[src/rtl/lfsr_note_gen.sv]
// Configurable Fibonacci LFSR with seed load and lockup protection, plus a
// handshaked note generator that turns beat ticks into density-gated lane patterns.
module lfsr_note_gen #(
  parameter int unsigned           WIDTH     = 16,
  parameter logic [WIDTH-1:0]      TAPS      = 16'hB400,
  parameter logic [WIDTH-1:0]      SEED      = 16'h1234,
  parameter int unsigned           N_LANES   = 4,
  parameter int unsigned           PROB_BITS = 4
) (
  input  logic                 i_Clk,
  input  logic                 i_Rst_n,
  input  logic                 i_En,
  input  logic                 i_Seed_Load,
  input  logic [WIDTH-1:0]     i_Seed,
  input  logic                 i_Tick,
  input  logic [PROB_BITS-1:0] i_Density,
  input  logic                 i_Note_Ready,
  output logic [WIDTH-1:0]     o_Rand,
  output logic                 o_Note_Valid,
  output logic [N_LANES-1:0]   o_Note_Lanes,
  output logic                 o_Drop,
  output logic                 o_Lockup
);

  typedef enum logic [0:0] {StIdle, StHold} state_e;

  state_e               state_q, state_d;
  logic [WIDTH-1:0]     r_q, r_d;
  logic [N_LANES-1:0]   lanes_q, lanes_d;
  logic                 drop_q, drop_d;
  logic                 lockup_q, lockup_d;

  logic                 fb;
  logic [N_LANES-1:0]   lanes_raw, lanes_new;
  logic [PROB_BITS-1:0] prob;
  logic                 spawn;

  // Spawn fields come from the pre-update state, regardless of load/step.
  assign fb        = ^(r_q & TAPS);
  assign lanes_raw = r_q[WIDTH-1 -: N_LANES];
  assign lanes_new = (lanes_raw == '0) ? N_LANES'(1) : lanes_raw;
  assign prob      = r_q[PROB_BITS-1:0];
  assign spawn     = i_Tick && (prob < i_Density);

  always_comb begin
    r_d      = r_q;
    lockup_d = 1'b0;
    if (i_Seed_Load) begin
      r_d      = (i_Seed == '0) ? SEED : i_Seed;
      lockup_d = (i_Seed == '0);
    end else if (i_En) begin
      r_d = {r_q[WIDTH-2:0], fb};
    end
  end

  always_comb begin
    state_d = state_q;
    lanes_d = lanes_q;
    drop_d  = 1'b0;
    unique case (state_q)
      StIdle: begin
        if (spawn) begin
          state_d = StHold;
          lanes_d = lanes_new;
        end
      end
      StHold: begin
        if (i_Note_Ready) begin
          // Back-to-back accept and spawn keeps valid high with no bubble.
          if (spawn) begin
            lanes_d = lanes_new;
          end else begin
            state_d = StIdle;
            lanes_d = '0;
          end
        end else if (i_Tick) begin
          drop_d = 1'b1;
        end
      end
      default: begin
        state_d = StIdle;
        lanes_d = '0;
      end
    endcase
  end

  always_ff @(posedge i_Clk) begin
    if (!i_Rst_n) begin
      state_q  <= StIdle;
      r_q      <= SEED;
      lanes_q  <= '0;
      drop_q   <= 1'b0;
      lockup_q <= 1'b0;
    end else begin
      state_q  <= state_d;
      r_q      <= r_d;
      lanes_q  <= lanes_d;
      drop_q   <= drop_d;
      lockup_q <= lockup_d;
    end
  end

  assign o_Rand       = r_q;
  assign o_Note_Valid = (state_q == StHold);
  assign o_Note_Lanes = lanes_q;
  assign o_Drop       = drop_q;
  assign o_Lockup     = lockup_q;

endmodule
[config.mk]
export PLATFORM = sky130hd
export DESIGN_NAME = lfsr_note_gen
export DESIGN_NICKNAME = d
export VERILOG_FILES = /design/src/rtl/lfsr_note_gen.sv
export SDC_FILE = /design/constraint.sdc
export NUM_CORES = 1
export LEC_CHECK = 0
export BUFFER_PORTS_ARGS = -buffer_cell sky130_fd_sc_hd__buf_2
export CORE_UTILIZATION = 47
export CTS_BUF_LIST = sky130_fd_sc_hd__clkbuf_8 sky130_fd_sc_hd__clkbuf_16
export CTS_CLUSTER_SIZE = 24
export DETAILED_ROUTE_END_ITERATION = 6
export GPL_TIMING_DRIVEN = 0
export HOLD_SLACK_MARGIN = 0.02
export PLACE_DENSITY_LB_ADDON = 0.05
export SLEW_MARGIN = 20
export SYNTH_ARGS = -nofsm -noshare
export SYNTH_HDL_FRONTEND = slang
export SYNTH_SLANG_ARGS = --single-unit
[constraint.sdc]
create_clock -name i_Clk -period 1.9 [get_ports i_Clk]
set_input_delay 0.19 -clock i_Clk [delete_from_list [all_inputs] [get_ports i_Clk]]
set_output_delay 0.19 -clock i_Clk [all_outputs]
set_load 0.05 [all_outputs]
==> results.md, run 1 <==
* Setup Buffers After CTS at 0
* Initial drt markers at 11
* Cts bufs inserted at 3
* DP Wirelength at 2100 um
* Core area at 2280 um^2
* Total Routing Usage GR at 23.5%
* Worst Setup EP: o_Note_Lanes[1]
* Sequential fraction of the synthesis area at 39.4%
* Grt total ovfl at 0
* Clk_skew at 0.00183 ns
* Pre-antenna DRT Iters at 4
* Hold-fix buffer count after cts at 0
* Clock transition at path regs at 0.08 ns
* Routed wire per std cell at 12.6 um
* Arr. time, crit path at 1.96 ns
* FFs w/ async S/R, synth at 0%
* CTS tree: built
* Status: finished clean
* Layout cells sized above 1 at 31.1%
* VDD IR-drop max at 0.696 mV
* Worst setup path startpoint: o_Rand[1]
* Crit Path Max Fanout at 9
* DRC Markers at 0
* LEAKAGE at 0.719 nW
* Slew Viols, Final at 0
* Die height at 51.9 um
* H-tree depth at 1
* Final #Nets at 224
* R2R cell count at 5
* Worst-Margin Slew at 0.458 ns
* FF-to-FF Start: o_Rand[1]
* Max_cap viols at 0
* Initial Util at 51.4%
* # diodes at 0
* Post-CTS Resized at 0
* Die Width at 51.9 um
* CTS Sinks at 23
* Storage cell area at 464 um^2
* RSZ-0062 raised after global routing: no
* Net count after synthesis at 173
* Setup violations, final at 0
* FF-to-FF setup slack at 0.14 ns
* Area of the multi-input gates at 658 um^2
* Worst setup EP type: flop
* Worst-skew pair later-pin latency at 0.26 ns
* Cell Area, Synth at 1170 um^2
* Main synth FF type: dfxtp_1
* Area grow syn2layout at 27.0%
* Ys Warns at 0
* Tcrit/Tclk final at 92.9%
* Fillers at 203
* Fmax at 0.567 GHz
* First-pass GRT wire length at 4630 um
* Relative slew slack at 69.4%
* Via density at 5.22
* Hold crit path type: in -> reg
* Req. time, crit path at 2.10 ns
* Post-layout util at 65.3%
* Yosys cell types at 31
* Port bufs at 46
* Hold WS at 0.159 ns
* Pin count of the biggest net entering global routing at 14
* GPL Wtd Cong at 0.770
* Final wirelength at 2780 um
* Initial antenna violation count at 0
* Post-DRT Antenna Nets at 0
* Number of enable flip-flop cells after synthesis at 0
* Crit path launch type: flop
* Final hold violations at 0
* Syn Area/Cell at 8.18 um^2
* Register bit total from synthesis at 23
* Critical path class: reg -> reg
* P per Cell Area at 785 nW/um^2
* Io pins at 49
* Syn Inst Count at 143
* Via Count at 1153
* Tmin final at 1.76 ns
* DIE AREA at 2690 um^2
* Final TNS setup at 0 ns
* Max Root-Sink Buffers at 2
* Row count at 17
* Number of global-route vias before repair at 1067
* Root buffer cell: clkbuf_8
* Worst r2r dst: o_Note_Lanes[1]
==> where the power goes <==
part / total (mW) / switching [mW] / leakage (nW) / internal, mW
Clock: 0.303 / 0.156 / 0.0255 / 0.146
Combinational: 0.320 / 0.216 / 0.503 / 0.104
Sequential: 0.543 / 0.0287 / 0.190 / 0.514
Total: 1.17 / 0.401 / 0.719 / 0.764
==> sequential cells by signal, summed over array words and instances (netlist names) <==
name          flops
o_Note_Valid      1
o_Lockup          1
o_Rand           16
o_Drop            1
o_Note_Lanes      4
==> kinds of logic after synthesis <==
family | synth area share, %
and+or+nand+nor | 22.7
AOI/OAI and AO/OA | 15.8
DFF | 39.4
muxes | 12.0
buffers and inverters | 4.39
adders and majority gates | 4.28
xor gates and xnor gates | 1.50
==> Yosys cell counts (all sizes together) (3+ instances only) <==
| cell | count | area [um^2] |
|---|---|---|
| dfxtp | 23 | 460 |
| nand2 | 21 | 78.8 |
| nor2 | 18 | 67.6 |
| mux2i | 14 | 140 |
| a21oi | 13 | 65.1 |
| o21ai | 8 | 40.0 |
| inv | 7 | 26.3 |
| ha | 4 | 50.1 |
| buf | 3 | 13.8 |
| clkbuf | 3 | 11.3 |
| nand3 | 3 | 15.0 |
| nor2b | 3 | 18.8 |
| o211ai | 3 | 32.5 |
==> routing by layer <==
layer	up-vias	global-route usage, %	routed length, um
li1	600	-	-
met1	523	27.6	1300
met2	28	42.1	1360
met3	2	5.26	108
met4	0	6.76	16
met5	-	0	0
==> cells in the final DEF, fill, tap and decap left out, types with 2 or more instances in the layout <==
master,instances
a21o_2,2
a21oi_1,13
buf_2,48
clkbuf_1,3
clkbuf_8,3
dfxtp_1,20
dfxtp_2,3
ha_1,4
inv_1,7
mux2i_1,14
nand2_1,21
nand3_1,3
nor2_1,18
nor2b_1,3
nor3_1,2
nor4_1,2
o211ai_2,2
o21ai_0,8
xnor2_1,2
==> how the worst min path moves through the flow <==
stage                     from    endpoint  slack (ns)  cells past startpoint
detailed placement      i_Tick      o_Drop        0.43                      2
CTS                     i_Tick      o_Drop        0.16                      2
global placement    i_Seed[14]  o_Rand[14]        0.43                      3
global route            i_Tick      o_Drop        0.16                      2
finish                  i_Tick      o_Drop        0.16                      2
floorplan           i_Seed[13]  o_Rand[13]        0.33                      2
==> per-stage QoR <==
stage,power [mW],setup slack [ns],cell area (um^2),instances
after floorplan,0.784,0.0670,1170,143
after global placement,0.866,0.189,1440,217
after detailed placement,0.874,0.145,1440,217
after CTS,1.18,0.125,1490,221
after global routing,1.23,0.0335,1490,221
final,1.17,0.135,1490,221
==> worst max-delay path: stages, from the launching register on <==
cell and delay [ns]:
dfxtp_2 0.34, ha_1 0.29, o211ai_2 0.16, o211ai_2 0.21, or4_1 0.54, a31oi_1 0.17
==> cell type report <==
| type | instances | area share [%] |
|---|---|---|
| multi-input combinational | 107 | 44.3 |
| sequential | 23 | 31.3 |
| timing repair buffer | 46 | 15.5 |
| clock buffer | 3 | 2.78 |
| tap | 28 | 2.36 |
| inverter | 7 | 1.77 |
| buffer | 6 | 1.68 |
| clock inverter | 1 | 0.337 |
Power figures use the tool's default switching activity.
==> run 2, diff against run 1 <==
--- a/config.mk
+++ b/config.mk
@@ -6,6 +6,7 @@
 export NUM_CORES = 1
 export LEC_CHECK = 0
 export BUFFER_PORTS_ARGS = -buffer_cell sky130_fd_sc_hd__buf_2
+export CORE_MARGIN = 2
 export CORE_UTILIZATION = 47
 export CTS_BUF_LIST = sky130_fd_sc_hd__clkbuf_8 sky130_fd_sc_hd__clkbuf_16
 export CTS_CLUSTER_SIZE = 24
@@ -17,3 +18,4 @@
 export SYNTH_ARGS = -nofsm -noshare
 export SYNTH_HDL_FRONTEND = slang
 export SYNTH_SLANG_ARGS = --single-unit
+export TNS_END_PERCENT = 1
==> results.md, run 2 (synthesis results as in run 1) <==
* Worst-skew pair later-pin latency at 0.26 ns
* Total Routing Usage GR at 20.0%
* Critical path class: reg -> reg
* Layout cells sized above 1 at 30.6%
* Crit Path Max Fanout at 9
* Req. time, crit path at 2.09 ns
* Setup Buffers After CTS at 0
* VDD IR-drop max at 0.504 mV
* Final #Nets at 224
* First-pass GRT wire length at 4200 um
* RSZ-0062 raised after global routing: no
* Pre-antenna DRT Iters at 4
* Final hold violations at 0
* Max reg flops at 16
* Setup violations, final at 0
* Max incr delay on CP at 0.54 ns
* Final wirelength at 2790 um
* Hold path startpoint: i_Seed[7]
* CP most frequent cell: o211ai_2
* Sw Share at 34.2%
* P per Cell Area at 780 nW/um^2
* LEAKAGE at 0.720 nW
* Combinational share of power at 27.4%
* Initial drt markers at 6
* Slowest CP cell: or4_1
* Fillers at 230
* CTS tree: built
* Worst setup path startpoint: o_Rand[1]
* Worst-Margin Slew at 0.433 ns
* Area grow syn2layout at 27.1%
* Slew Viols, Final at 0
* Final TNS setup at 0 ns
* Storage cell area at 464 um^2
* Root buffer cell: clkbuf_8
* Crit path launch type: flop
* Post-CTS Resized at 0
* Clk_skew at 0.00368 ns
* Die height at 53.9 um
* Number of global-route vias before repair at 957
* Grt total ovfl at 0
* DIE AREA at 2900 um^2
* Arr. time, crit path at 1.95 ns
* Fmax at 0.571 GHz
* Tmin final at 1.75 ns
* Die Width at 53.9 um
* Cts bufs inserted at 3
* Initial Util at 48.5%
* Max Root-Sink Buffers at 2
* Switching power at 397 uW
* Cells along the critical path: ha_1 > o211ai_2 > o211ai_2 > or4_1 > a31oi_1
* Core area at 2410 um^2
* DP Wirelength at 2140 um
* Row count at 18
* Post-layout util at 61.7%
* H-tree depth at 1
* R2R cell count at 5
* FF-to-FF Start: o_Rand[1]
* Hold crit path type: in -> reg
* Area of the multi-input gates at 658 um^2
* Clock transition at path regs at 0.08 ns
* DRC Markers at 0
* Commonest non-fill, non-tap cell in the layout: buf_2
* Int Power at 763 uW
* Post-DRT Antenna Nets at 0
* Sequential Power Share at 46.8%
* Hold-fix buffer count after cts at 0
* Most frequent cells in the layout: buf_2 (48), nand2_1 (21), dfxtp_1 (20)
* Status: finished clean
* Hold path cells at 3
* CTS Sinks at 23
* # diodes at 0
* Max_cap viols at 0
* Clock power share at 25.8%
* Tcrit/Tclk final at 92.2%
* Worst setup EP type: flop
* Via density at 5.18
* Pin count of the biggest net entering global routing at 13
* Port bufs at 46
* Routed wire per std cell at 12.5 um
* Initial antenna violation count at 0
* Io pins at 49
* GPL Wtd Cong at 0.798
* Via Count at 1155
* Relative slew slack at 71.1%
run 2: changes by cell type in the layout (fill, tap and decap cells not counted), sizes merged:
cell,change
clkinv,-1
inv,+1
run 2: area by class of cell:
class | count | share of cell area (%)
multi-input cells | 107 | 44.3
well taps | 30 | 2.53
flip-flops and latches | 23 | 31.2
clock buffers | 3 | 2.78
clock inverters | 1 | 0.253
repair buffers | 46 | 15.5
plain buffers | 6 | 1.68
inverters | 7 | 1.77
run 2: critical path, delay by kind of cell, from the launching register on:
kind | cells | cell delay, ns
AOI/OAI and AO/OA | 3 | 0.52
and+or+nand+nor | 1 | 0.54
DFF | 1 | 0.34
adders and majority gates | 1 | 0.28
run 2: power by group through the flow:
stage          sequential [mW]  clock [mW]  combinational [mW]
2_1_floorplan            0.658           0               0.126
3_3_place_gp             0.553           0               0.313
3_5_place_dp             0.555           0               0.319
4_1_cts                  0.543       0.312               0.320
5_1_grt                  0.548       0.333               0.345
6_report                 0.543       0.299               0.318
run 2: path summary, 6_finish.rpt:
| path | endpoint | slack, ns |
|---|---|---|
| worst max register to register | o_Note_Lanes[1] | 0.15 |
| worst max-delay path | o_Note_Lanes[1] | 0.15 |
| worst min register to register | o_Note_Lanes[2] | 0.50 |
| worst min-delay path | o_Rand[7] | 0.16 |
run 2: metal layers:
layer  vias up  GRT usage, %  wire [um]
met5         -             0          0
met4         0          7.69         42
met3         5          3.33        132
met2        30          33.3       1330
met1       526          25.6       1290
li1        594             -          -
run 2: metrics by stage:
stage | instances | hold slack, ns | power (mW) | cell area (um^2) | setup slack, ns
after floorplan | 143 | 0.326 | 0.784 | 1170 | 0.0670
after global placement | 219 | 0.428 | 0.867 | 1440 | 0.180
after detailed placement | 219 | 0.442 | 0.873 | 1440 | 0.147
after CTS | 223 | 0.161 | 1.18 | 1490 | 0.129
after global routing | 223 | 0.169 | 1.23 | 1490 | 0.0666
final | 223 | 0.163 | 1.16 | 1490 | 0.148
